**config.mk**
```make
export PLATFORM = sky130hd
export DESIGN_NAME = long_division_axi4s_if_flat
export DESIGN_NICKNAME = d
export VERILOG_FILES = /design/src/rtl/long_division_pkg.sv /design/src/rtl/long_division_axi4s_if_if.sv /design/src/rtl/long_division_core.sv /design/src/rtl/long_division_axi4s_if.sv /design/src/flat_wrapper.sv
export SDC_FILE = /design/constraint.sdc
export NUM_CORES = 1
export LEC_CHECK = 0
export ABC_AREA = 1
export CAP_MARGIN = 10
export CORE_UTILIZATION = 33
export DETAILED_ROUTE_END_ITERATION = 8
export MAX_ROUTING_LAYER = met4
export SLEW_MARGIN = 10
export SYNTH_ARGS = -nofsm -noshare
export SYNTH_HDL_FRONTEND = slang
export SYNTH_SLANG_ARGS = --single-unit
```
**constraint.sdc**
```tcl
create_clock -name clk -period 5.7 [get_ports clk]
set_clock_uncertainty 0.1 [all_clocks]
set_input_delay 0.855 -clock clk [delete_from_list [all_inputs] [get_ports clk]]
set_output_delay 0.855 -clock clk [all_outputs]
set_load 0.05 [all_outputs]
```
**src/rtl/long_division_pkg.sv**
```systemverilog
// Shared types and constants for the AXI4-S long-division responder.
// Saturation limits are width dependent, so they are built by functions.
package long_division_pkg;

  typedef enum logic [2:0] {
    RX_DIVIDEND_E,
    RX_DIVISOR_E,
    DRAIN_E,
    DIVIDE_E,
    FINALISE_E,
    SEND_E
  } div_state_t;

  function automatic logic [63:0] sat_pos(input int w);
    return (64'd1 << (w - 1)) - 64'd1;
  endfunction

  function automatic logic [63:0] sat_neg(input int w);
    return 64'd1 << (w - 1);
  endfunction

endpackage

```
**src/rtl/long_division_axi4s_if_if.sv**
```systemverilog
// AXI4-S beat bundle with master/slave views.
// One instance per direction of the divider.
interface long_division_axi4s_if_if #(
  parameter int W  = 32,
  parameter int ID = 4
);
  logic          tvalid;
  logic          tready;
  logic [W-1:0]  tdata;
  logic          tlast;
  logic [ID-1:0] tid;
  logic          tuser;

  modport master (
    output tvalid, tdata, tlast, tid, tuser,
    input  tready
  );

  modport slave (
    input  tvalid, tdata, tlast, tid, tuser,
    output tready
  );
endinterface

```
**src/rtl/long_division_core.sv**
```systemverilog
// Iterative restoring divider on unsigned magnitudes, one quotient
// bit per cycle, MSB first, fixed W+Q iterations.
module long_division_core #(
  parameter int W = 32,
  parameter int Q = 15
) (
  input  logic           clk,
  input  logic           rst_n,
  input  logic           start,
  input  logic [W+Q-1:0] dividend,
  input  logic [W-1:0]   divisor,
  output logic           done,
  output logic [W+Q-1:0] quotient
);
  localparam int QW = W + Q;
  localparam int CW = $clog2(QW);

  logic [QW-1:0] quo_q;
  logic [W-1:0]  rem_q;
  logic [W-1:0]  div_q;
  logic [CW-1:0] cnt_q;
  logic          busy_q;
  logic [W:0]    trial;
  logic          fits;

  assign trial    = {rem_q, quo_q[QW-1]};
  assign fits     = trial >= {1'b0, div_q};
  assign done     = busy_q && (cnt_q == CW'(QW - 1));
  assign quotient = quo_q;

  always_ff @(posedge clk) begin
    if (!rst_n) begin
      quo_q  <= '0;
      rem_q  <= '0;
      div_q  <= '0;
      cnt_q  <= '0;
      busy_q <= 1'b0;
    end else if (start) begin
      quo_q  <= dividend;
      rem_q  <= '0;
      div_q  <= divisor;
      cnt_q  <= '0;
      busy_q <= 1'b1;
    end else if (busy_q) begin
      // remainder stays below the divisor, so W bits always hold it
      rem_q  <= fits ? W'(trial - {1'b0, div_q}) : W'(trial);
      quo_q  <= {quo_q[QW-2:0], fits};
      cnt_q  <= cnt_q + CW'(1);
      busy_q <= !done;
    end
  end
endmodule

```
**src/rtl/long_division_axi4s_if.sv**
```systemverilog
// AXI4-S responder: two-beat request in, signed Q-format quotient out.
// Holds the handshake FSM, sign handling and saturation.
module long_division_axi4s_if
  import long_division_pkg::*;
#(
  parameter int AXI_DATA_WIDTH_P = 32,
  parameter int AXI_ID_WIDTH_P   = 4,
  parameter int Q_BITS_P         = 15
) (
  input  logic clk,
  input  logic rst_n,
  long_division_axi4s_if_if.slave  ing,
  long_division_axi4s_if_if.master egr
);
  localparam int W  = AXI_DATA_WIDTH_P;
  localparam int ID = AXI_ID_WIDTH_P;
  localparam int Q  = Q_BITS_P;
  localparam int QW = W + Q;
  localparam logic [W-1:0] MAX_C = W'(sat_pos(W));
  localparam logic [W-1:0] MIN_C = W'(sat_neg(W));

  div_state_t    state, nxt;
  logic          ready_q, ready_nxt;
  logic [W-1:0]  n_q;
  logic [ID-1:0] id_q;
  logic          ns_q, ds_q, div0_q, err_q;
  logic          tv_q, tu_q;
  logic [W-1:0]  td_q;
  logic [ID-1:0] ti_q;

  logic          in_hs, start, done, neg;
  logic [W-1:0]  abs_n, abs_d, res_data;
  logic [QW-1:0] q;
  logic          res_user;

  assign in_hs = ing.tvalid && ready_q;
  assign start = (state == RX_DIVISOR_E) && in_hs && ing.tlast;
  assign abs_n = n_q[W-1] ? -n_q : n_q;
  assign abs_d = ing.tdata[W-1] ? -ing.tdata : ing.tdata;
  assign neg   = ns_q ^ ds_q;

  assign ing.tready = ready_q;
  assign egr.tvalid = tv_q;
  assign egr.tlast  = tv_q;
  assign egr.tdata  = td_q;
  assign egr.tid    = ti_q;
  assign egr.tuser  = tu_q;

  long_division_core #(.W(W), .Q(Q)) u_core (
    .clk      (clk),
    .rst_n    (rst_n),
    .start    (start),
    .dividend (QW'(abs_n) << Q),
    .divisor  (abs_d),
    .done     (done),
    .quotient (q)
  );

  always_comb begin
    nxt = state;
    unique case (state)
      RX_DIVIDEND_E:
        if (in_hs) nxt = ing.tlast ? FINALISE_E : RX_DIVISOR_E;
      RX_DIVISOR_E:
        if (in_hs) nxt = ing.tlast ? DIVIDE_E : DRAIN_E;
      DRAIN_E:
        if (in_hs && ing.tlast) nxt = FINALISE_E;
      DIVIDE_E:
        if (done) nxt = FINALISE_E;
      FINALISE_E:
        nxt = SEND_E;
      SEND_E:
        if (egr.tready) nxt = RX_DIVIDEND_E;
      default:
        nxt = RX_DIVIDEND_E;
    endcase
    ready_nxt = (nxt == RX_DIVIDEND_E) ||
                (nxt == RX_DIVISOR_E) ||
                (nxt == DRAIN_E);
  end

  always_comb begin
    res_data = neg ? -q[W-1:0] : q[W-1:0];
    res_user = 1'b0;
    if (err_q) begin
      res_data = '0;
      res_user = 1'b1;
    end else if (div0_q) begin
      res_data = ns_q ? MIN_C : MAX_C;
      res_user = 1'b1;
    end else if (!neg && q > QW'(MAX_C)) begin
      res_data = MAX_C;
      res_user = 1'b1;
    end else if (neg && q > QW'(MIN_C)) begin
      res_data = MIN_C;
      res_user = 1'b1;
    end
  end

  always_ff @(posedge clk) begin
    if (!rst_n) begin
      state   <= RX_DIVIDEND_E;
      ready_q <= 1'b0;
      n_q     <= '0;
      id_q    <= '0;
      ns_q    <= 1'b0;
      ds_q    <= 1'b0;
      div0_q  <= 1'b0;
      err_q   <= 1'b0;
      tv_q    <= 1'b0;
      td_q    <= '0;
      ti_q    <= '0;
      tu_q    <= 1'b0;
    end else begin
      state   <= nxt;
      ready_q <= ready_nxt;
      if (state == RX_DIVIDEND_E && in_hs) begin
        n_q   <= ing.tdata;
        ns_q  <= ing.tdata[W-1];
        id_q  <= ing.tid;
        err_q <= ing.tlast;
      end
      if (state == RX_DIVISOR_E && in_hs) begin
        ds_q   <= ing.tdata[W-1];
        div0_q <= ~|ing.tdata;
        err_q  <= ~ing.tlast;
      end
      if (state == FINALISE_E) begin
        tv_q <= 1'b1;
        td_q <= res_data;
        ti_q <= id_q;
        tu_q <= res_user;
      end
      if (state == SEND_E && egr.tready) tv_q <= 1'b0;
    end
  end
endmodule

```
**src/flat_wrapper.sv**
```systemverilog
// flat-port wrapper written by rule: the top's interface ports become plain ports
module long_division_axi4s_if_flat import long_division_pkg::*;
#(
  parameter int AXI_DATA_WIDTH_P = 32,
  parameter int AXI_ID_WIDTH_P   = 4,
  parameter int Q_BITS_P         = 15
)
  (clk, rst_n, ing_tvalid, ing_tdata, ing_tlast, ing_tid, ing_tuser, ing_tready, egr_tvalid, egr_tdata, egr_tlast, egr_tid, egr_tuser, egr_tready);
  long_division_axi4s_if_if #(.W(32), .ID(4)) ing_i ();
  long_division_axi4s_if_if #(.W(32), .ID(4)) egr_i ();
  input  logic clk;
  input  logic rst_n;
  input wire logic [$bits(ing_i.tvalid)-1:0] ing_tvalid;
  input wire logic [$bits(ing_i.tdata)-1:0] ing_tdata;
  input wire logic [$bits(ing_i.tlast)-1:0] ing_tlast;
  input wire logic [$bits(ing_i.tid)-1:0] ing_tid;
  input wire logic [$bits(ing_i.tuser)-1:0] ing_tuser;
  output wire logic [$bits(ing_i.tready)-1:0] ing_tready;
  output wire logic [$bits(egr_i.tvalid)-1:0] egr_tvalid;
  output wire logic [$bits(egr_i.tdata)-1:0] egr_tdata;
  output wire logic [$bits(egr_i.tlast)-1:0] egr_tlast;
  output wire logic [$bits(egr_i.tid)-1:0] egr_tid;
  output wire logic [$bits(egr_i.tuser)-1:0] egr_tuser;
  input wire logic [$bits(egr_i.tready)-1:0] egr_tready;
  assign ing_i.tvalid = ing_tvalid;
  assign ing_i.tdata = ing_tdata;
  assign ing_i.tlast = ing_tlast;
  assign ing_i.tid = ing_tid;
  assign ing_i.tuser = ing_tuser;
  assign ing_tready = ing_i.tready;
  assign egr_tvalid = egr_i.tvalid;
  assign egr_tdata = egr_i.tdata;
  assign egr_tlast = egr_i.tlast;
  assign egr_tid = egr_i.tid;
  assign egr_tuser = egr_i.tuser;
  assign egr_i.tready = egr_tready;
  long_division_axi4s_if #(.AXI_DATA_WIDTH_P(AXI_DATA_WIDTH_P), .AXI_ID_WIDTH_P(AXI_ID_WIDTH_P), .Q_BITS_P(Q_BITS_P)) u_core (.clk(clk), .rst_n(rst_n), .ing(ing_i), .egr(egr_i));
endmodule
```
# After elaboration in Yosys (flattened, before gate mapping)
# Index checks and enable logic that the tools add are counted.
# W data, S select, Z words.
[word_totals]
wordCells = 85
inputBits = 42
reg_bits = 200
[classes]
eq_ne = 8
add_sub_neg = 5
reduce_logical = 21
order_cmp = 3
n_mux = 27
bitwise_logic = 3
[ops]
columns = ["op", "n"]
rows = [
  ["$mux W32", 9],
  ["$neg A32 Y32", 3],
  ["$mux W47", 2],
  ["$gt A47 B31 Y1 const B", 1],
  ["$gt A47 B32 Y1 const B", 1],
  ["$ge A33 B32 Y1", 1],
  ["$reduce_or A32 Y1", 1],
  ["$sub A32 B32 Y32", 1],
  ["$mux W3", 6],
  ["$pmux W3 S6", 1],
  ["$eq A3 B2 Y1 const B", 3],
  ["$logic_and A1 B1 Y1", 9],
  ["$mux W1", 9],
  ["$add A6 B1 Y6 const B", 1],
  ["$eq A3 B1 Y1 const B", 2],
  ["$eq A3 B3 Y1 const B", 2],
  ["$eq A6 B6 Y1 const B", 1],
  ["$logic_not A3 Y1", 2],
  ["$reduce_bool A2 Y1", 2],
  ["$reduce_or A2 Y1", 2],
  ["$logic_not A1 Y1", 3],
  ["$logic_or A1 B1 Y1", 2],
  ["$not A1 Y1", 2],
  ["$xor A1 B1 Y1", 1],
]

# Depth between registers and ports, before layout
# Gate-level depths: netlist (run 1).
[depth]
word_depth = 7
depth_mapped = 17
ltp_nobuf = 16

# Modules after synthesis
# A second synthesis (run 1) with hierarchy kept.
[hier_totals]
cells_unflattened = 2208
area_unflattened_um2 = 13840.8
[by_module_without_submodules]
columns = ["mod", "instances", "cells_per_inst", "area_per_inst_um2"]
rows = [
  ["long_division_core", 1, 1230, 7722.4],
  ["long_division_axi4s_if", 1, 978, 6118.4],
]

# Worst setup path before layout (run 1)
# Ideal clock, no wire load.
[synth_timing]
path_kind = "input to register"
start = "input ing_tvalid"
end = "register u_core.u_core.div_q[8]"
required_time_ns = 5.525
n_path_buf = 2
cell_stages = 9
slack_ns = 3.204
t_arrival_ns = 2.321
setup_ns = 0.075
cell_sequence = "nand2_1 > nor2_1 > ha_1 > buf_2 > nand2_1 > inv_1 > buf_2 > o21ai_0 > o22ai_1"
[synth_between]
elab_chain_cells = 3
[synth_lines]
columns = ["item", "line", "rtl"]
rows = [
  ["from (decl)", "flat_wrapper.sv:13", "input wire logic [$bits(ing_i.tvalid)-1:0] ing_tvalid;"],
  ["$logic_and A1 B1 Y1", "long_division_axi4s_if.sv:36", "assign in_hs = ing.tvalid && ready_q;"],
  ["$logic_and A1 B1 Y1 (2 in a row)", "long_division_axi4s_if.sv:37", "assign start = (state == RX_DIVISOR_E) && in_hs && ing.tlast;"],
  ["named net u_core.start", "long_division_axi4s_if.sv:31", "logic in_hs, start, done, neg;"],
  ["to (signal assigned)", "long_division_core.sv:41", "div_q <= divisor;"],
  ["to (decl)", "long_division_core.sv:20", "logic [W-1:0] div_q;"],
]
# The timed path passes the listed nets, and every way through them passes these cells.
# A chain may end at the register's enable or synchronous reset.

# Final worst setup path (run 1)
[layout_timing]
start = "input ing_tvalid"
end = "register u_core.u_core.div_q[27]"
# The elaborated chain is that of the path after synthesis.

==> metrics.txt, run 1 <==
DP Worst Slack=1.86 ns; n_diodes=0; DR WL/cell=15.2 µm; largest net degree at the start of global routing=70; Syn Area/Cell=5.97 µm²; fin worst setup slack=2.23 ns; Lkg Pwr=7.24 nW; DRC=0; root buffer cell=clkbuf_16; cells along the critical path=clkdlybuf4s50_1, nand2_1, nor2_1, ha_1, nand2_1, inv_1, nand3_1, o21ai_1; layout cells sized above 1=3.35%; synth unique cells=49; CORE AREA=0.0400 mm²; run status=finished, final reports clean; post-route ant nets=0; TritonCTS Buffers=17; Resized cells post-CTS=0; Slew headroom=26.2%; Yosys warning count=0; period utilisation layout=61.0%; commonest non-fill, non-tap cells in the layout=nand2_1, inv_1, dfxtp_1, nand3_1, nor2_1; postcts setup bufs=0; nets=2,366; PwrDens=335 mW/mm²; initial antenna violation count=0; top cell type's share of synthesized area=29.5%; Final setup viols=0; Syn Inst Count=2,261; Vias/cell=4.97; top post-synthesis cells by area=dfxtp_1, nand2_1, inv_1, nand3_1, a21oi_1; largest area contributor in the netlist=dfxtp_1; share of flip-flops with an asynchronous set or reset=0%; Min-Delay Path Class=flip-flop to flip-flop; GPL Wtd Cong=0.926; slowest CP cell=inv_1; fin area=0.0153 mm²; critical-path maximum fanout=18; Syn-to-layout area delta=13.3%; Die Y=204 µm; gr ovfl total=0; Skew-Pair Late Insertion Delay=0.47 ns; Post-DP Area=0.0147 mm²; post-route minimum period=3.47 ns; drt initial violations=1,086; Data required, critical path=5.98 ns; main flop type after synthesis=dfxtp_1; most common cell after layout, fill and taps aside=nand2_1; drt total wl=42,800 µm; Max Cap Viol=0; #FFs+latches synth=199; HPWL after detailed placement=32,400 µm; via count=14,000; H-tree depth=4; Max Slew Vio Count=0; Sink Count=199; Setup Total Neg Slack=0 ns; sequential area share after synthesis=29.5%; CP Launch Type=input port; router iterations before antenna repair=5; Least-Margin Pin Slew=1.11 ns; Worst-path clk slew=0.07 ns; CP max stage delay=0.74 ns; initial core utilization=33.8%; final hold vios=0; buffers added on ports=80; first-pass GRT wire length=68,800 µm; I/O pins=82; Hold-fix buffers, CTS=0; row count=73; Die ar.=0.0417 mm²; WS Path Type=input port to flip-flop; CTS tree=built; nature of the critical path endpoint=flip-flop; vias in the first global route=12,700; clk buf depth=2; Syn Nets=2,343; RSZ-0062 raised after global routing=no; Highest Clock Rate=288 MHz; Die Wd=204 µm; crit-path most repeated cell=nand2_1; Total GRT Usage=21.5%; worst endpoint data arrival time=3.76 ns; EDFF count, synth=0; peak supply drop=0.245 mV; Syn Std Cell Area=0.0135 mm²
metal layers:
metal	part of all wire [%]	global-route usage [%]	vias up
li1	-	-	7265
met1	50	30.8	6362
met2	43	31.6	364
met3	5.0	2.15	43
met4	1.9	5.92	0
met5	0	-	-
final timing paths:
| path | from | slack, ns | end | depth (start not counted) |
|---|---|---|---|---|
| worst min register to register | u_core.id_q[3]$_SDFFE_PN0P_ | 0.36 | u_core.id_q[3]$_SDFFE_PN0P_ | 2 |
| worst min-delay path | u_core.id_q[3]$_SDFFE_PN0P_ | 0.36 | u_core.id_q[3]$_SDFFE_PN0P_ | 2 |
| worst max-delay path | ing_tvalid | 2.23 | u_core.u_core.div_q[27]$_SDFFE_PN0P_ | 8 |
| worst max register to register | u_core.u_core.div_q[24]$_SDFFE_PN0P_ | 2.38 | u_core.u_core.rem_q[23]$_SDFFE_PP0P_ | 14 |
kinds of logic after synthesis:
kind of cell               count (synthesis)  share of synthesized area [%]
DFF                                      199                           29.5
and+or+nand+nor                         1190                           36.9
xor gates and xnor gates                  51                           3.31
buffers and inverters                    430                           12.6
AOI/OAI and AO/OA                        351                           14.0
adders and majority gates                 40                           3.76
cell type report:
class                   instances  area, µm²
clock buffers                  17        425
clock inverters                15        223
fillers                      4428      24700
inverters                     342       1280
multi-input cells            1632       7840
flip-flops and latches        199       3990
well taps                     525        657
repair buffers                 92        891
cell usage after synthesis, types with 6 or more instances:
master and instances:
a21oi_1 164, a31oi_1 8, buf_1 7, buf_2 16, buf_6 8, clkbuf_1 55, dfxtp_1 199, ha_1 39
inv_1 336, nand2_1 691, nand2_2 7, nand3_1 190, nand4_1 49, nor2_1 191, nor2_2 9, nor3_1 33
o211ai_1 7, o21ai_0 127, o22ai_1 17, o32ai_1 6, xor2_1 48
sequential cells by signal (all words and copies together), names as in the netlist, 3 cells and up:
| register | cells |
|---|---|
| u_core.u_core.quotient | 47 |
| u_core.u_core.div_q | 32 |
| u_core.state | 3 |
| u_core.id_q | 4 |
| u_core.u_core.cnt_q | 6 |
| u_core.u_core.rem_q | 32 |
| u_core.egr.tid | 4 |
| u_core.egr.tdata | 32 |
| u_core.n_q | 31 |
through the flow:
step | total power, W | cells | hold WS [ns] | util, %
2_1_floorplan | 0.00324 | 2261 | 0.328 | -
3_3_place_gp | 0.00377 | 2790 | 0.340 | 36.6
3_5_place_dp | 0.00379 | 2790 | 0.350 | 36.6
4_1_cts | 0.00516 | 2822 | 0.362 | 38.3
5_1_grt | 0.00551 | 2822 | 0.385 | 38.3
6_report | 0.00513 | 2822 | 0.359 | 38.3
worst max-delay path: cells and delay by family:
kind	cells	cell delay, ns
buf+inv	2	1.22
compound gates	1	0.12
simple gates	4	1.29
fa+ha+maj	1	0.26
where the power goes:
part	internal (W)	switching (W)	total (W)	leakage, nW
registers	0.00149	0.0000956	0.00159	1.61
logic	0.000639	0.00155	0.00218	5.31
clock network	0.000720	0.000640	0.00136	0.311
Power figures use the tool's default switching activity.
==> run 2, diff against run 1 <==
==> constraint.sdc (replaced) <==
create_clock -name clk -period 2.8 [get_ports clk]
set_clock_uncertainty 0.1 [all_clocks]
set_input_delay 0.42 -clock clk [delete_from_list [all_inputs] [get_ports clk]]
set_output_delay 0.42 -clock clk [all_outputs]
set_load 0.05 [all_outputs]
==> run 2 against run 1 <==
  * Combinational power increased by 120%
  * Via count up 0.80%
  * Die area stayed put
  * Critical path depth is 6 higher
  * Total power up 100%
  * Critical endpoint is now u_core.u_core.rem_q[26]$_SDFFE_PP0P_
  * Setup slack got worse by 2.0 ns
  * Worst hold slack lost 0.0088 ns
  * Clock power up 78%
  * Non-clock buffer count grew 26
  * Core utilization rose by 0.46 points
  * Sequential power is 100% higher
  * Sequential share of layout area decreased by 0.31 points
==> metrics.txt, run 2 (synthesized netlist as in run 1, its figures left out) <==
run status=finished, final reports clean; RSZ-0062 raised after global routing=no; HPWL after detailed placement=34,100 µm; Worst-path clk slew=0.08 ns; Setup Total Neg Slack=0 ns; n_diodes=0; post-route minimum period=2.56 ns; H-tree depth=4; placed instance count=2,816; R2R cell count=14; Data required, critical path=3.09 ns; first-pass GRT wire length=69,400 µm; initial core utilization=33.8%; drt initial violations=1,141; router iterations before antenna repair=6; root buffer cell=clkbuf_16; Worst Hold End=u_core.egr.tid[2]$_SDFFE_PN0N_; PwrDens=669 mW/mm²; Worst Setup SP=u_core.u_core.div_q[9]$_SDFFE_PN0P_; Syn-to-layout area delta=14.7%; Die Y=204 µm; Lkg Pwr=7.36 nW; CORE AREA=0.0400 mm²; Post-Layout Cell Count=2,848; commonest non-fill, non-tap cells in the layout=nand2_1, inv_1, dfxtp_1, nand3_1, nor2_1; Final setup viols=0; CTS tree=built; I/O pins=82; Slew headroom=46.1%; Max Slew Vio Count=0; most common cell after layout, fill and taps aside=nand2_1; period utilisation layout=91.3%; Skew-Pair Late Insertion Delay=0.47 ns; initial antenna violation count=0; Die ar.=0.0417 mm²; Vias/cell=4.97; DRC=0; critical-path maximum fanout=16; Highest Clock Rate=391 MHz; buffers added on ports=80; vias in the first global route=12,700; Reg-to-Reg End=u_core.u_core.rem_q[26]$_SDFFE_PP0P_; largest net degree at the start of global routing=69; final hold vios=0; hold path start=u_core.id_q[2]$_SDFFE_PN0P_; post-route ant nets=0; number of flip-flops in the largest register=47; worst r2r src=u_core.u_core.div_q[9]$_SDFFE_PN0P_; DR WL/cell=15.4 µm; R2R setup slack=0.24 ns; gr ovfl total=0; worst endpoint data arrival time=2.84 ns; Die Wd=204 µm; fin area=0.0155 mm²; Total GRT Usage=21.8%; nets=2,392; nature of the critical path endpoint=flip-flop; clk buf depth=2; hold depth=2; Fin Hold WS=0.350 ns; peak supply drop=0.454 mV; Sink Count=199; Max Cap Viol=0; drt total wl=43,800 µm; fin worst setup slack=0.243 ns; TritonCTS Buffers=17; CP Launch Type=flip-flop; Hold-fix buffers, CTS=0; Least-Margin Pin Slew=0.808 ns; Post-DP Area=0.0149 mm²; WS Path Type=flip-flop to flip-flop; DP Worst Slack=0.157 ns; Min-Delay Path Class=flip-flop to flip-flop; via count=14,100; layout cells sized above 1=4.39%; row count=73; GPL Wtd Cong=0.955
==> run 2: cell types whose count changed in the layout (fill, tap and decap cells not counted), sizes merged <==
cell	before	now
buf	12	38
bufinv	3	0
clkbuf	17	20
clkinv	3	5
inv	349	347
==> run 2: worst max path at each step <==
stage | endpoint | slack [ns] | cells after the start
floorplan | u_core.u_core.div_q[8]$_SDFFE_PN0P_ | 0.43 | 9
global placement | u_core.u_core.div_q[28]$_SDFFE_PN0P_ | 0.16 | 10
detailed placement | u_core.u_core.quotient[33]$_SDFFE_PN0P_ | 0.16 | 9
CTS | u_core.u_core.rem_q[26]$_SDFFE_PP0P_ | 0.25 | 14
global route | u_core.u_core.rem_q[26]$_SDFFE_PP0P_ | 0.001 | 14
finish | u_core.u_core.rem_q[26]$_SDFFE_PP0P_ | 0.24 | 14
==> run 2: per-stage QoR <==
step           utilization [%]  total power (W)
3_5_place_dp              37.3          0.00795
5_1_grt                   38.7           0.0112
6_report                  38.7           0.0104
3_3_place_gp              37.3          0.00793
2_1_floorplan                -          0.00660
4_1_cts                   38.7           0.0104
==> run 2: area by class of cell <==
type | instances | area (µm²)
clock buffers | 20 | 447
clock inverters | 12 | 110
fillers | 4404 | 24500
inverters | 342 | 1280
multi-input cells | 1632 | 7840
flip-flops and latches | 199 | 3990
well taps | 525 | 657
repair buffers | 118 | 1160
==> run 2: worst max-delay path: stages (launching register included) <==
cell     delay [ns]
dfxtp_1        0.31
inv_1          0.09
ha_1           0.36
nand2_1        0.13
nor2_1         0.25
nand2_1        0.16
nor2_2         0.12
nand2_1        0.08
nand2_1        0.11
a21oi_4        0.07
nand2_4        0.19
nand2_2        0.21
nand2_1        0.10
nand2_1        0.05
a21oi_1        0.12
==> run 2: routing by layer <==
| layer | routed length, µm | up-vias | GRT usage (%) |
|---|---|---|---|
| li1 | - | 7306 | - |
| met1 | 21600 | 6390 | 30.6 |
| met2 | 18700 | 407 | 32.0 |
| met3 | 2430 | 43 | 2.85 |
| met4 | 1040 | 0 | 6.96 |
| met5 | 0 | - | - |
==> run 2: what timing repair did <==
action / 4_1_cts / 5_1_grt
gates resized for setup: 0 / 1
endpoints found under the setup margin: 0 / 1
setup buffers: 0 / 0
==> run 2: report_power, final <==
part / internal (W) / total [W] / switching (W)
registers: 0.00303 / 0.00322 / 0.000191
clock network: 0.00119 / 0.00242 / 0.00123
logic: 0.00145 / 0.00471 / 0.00326
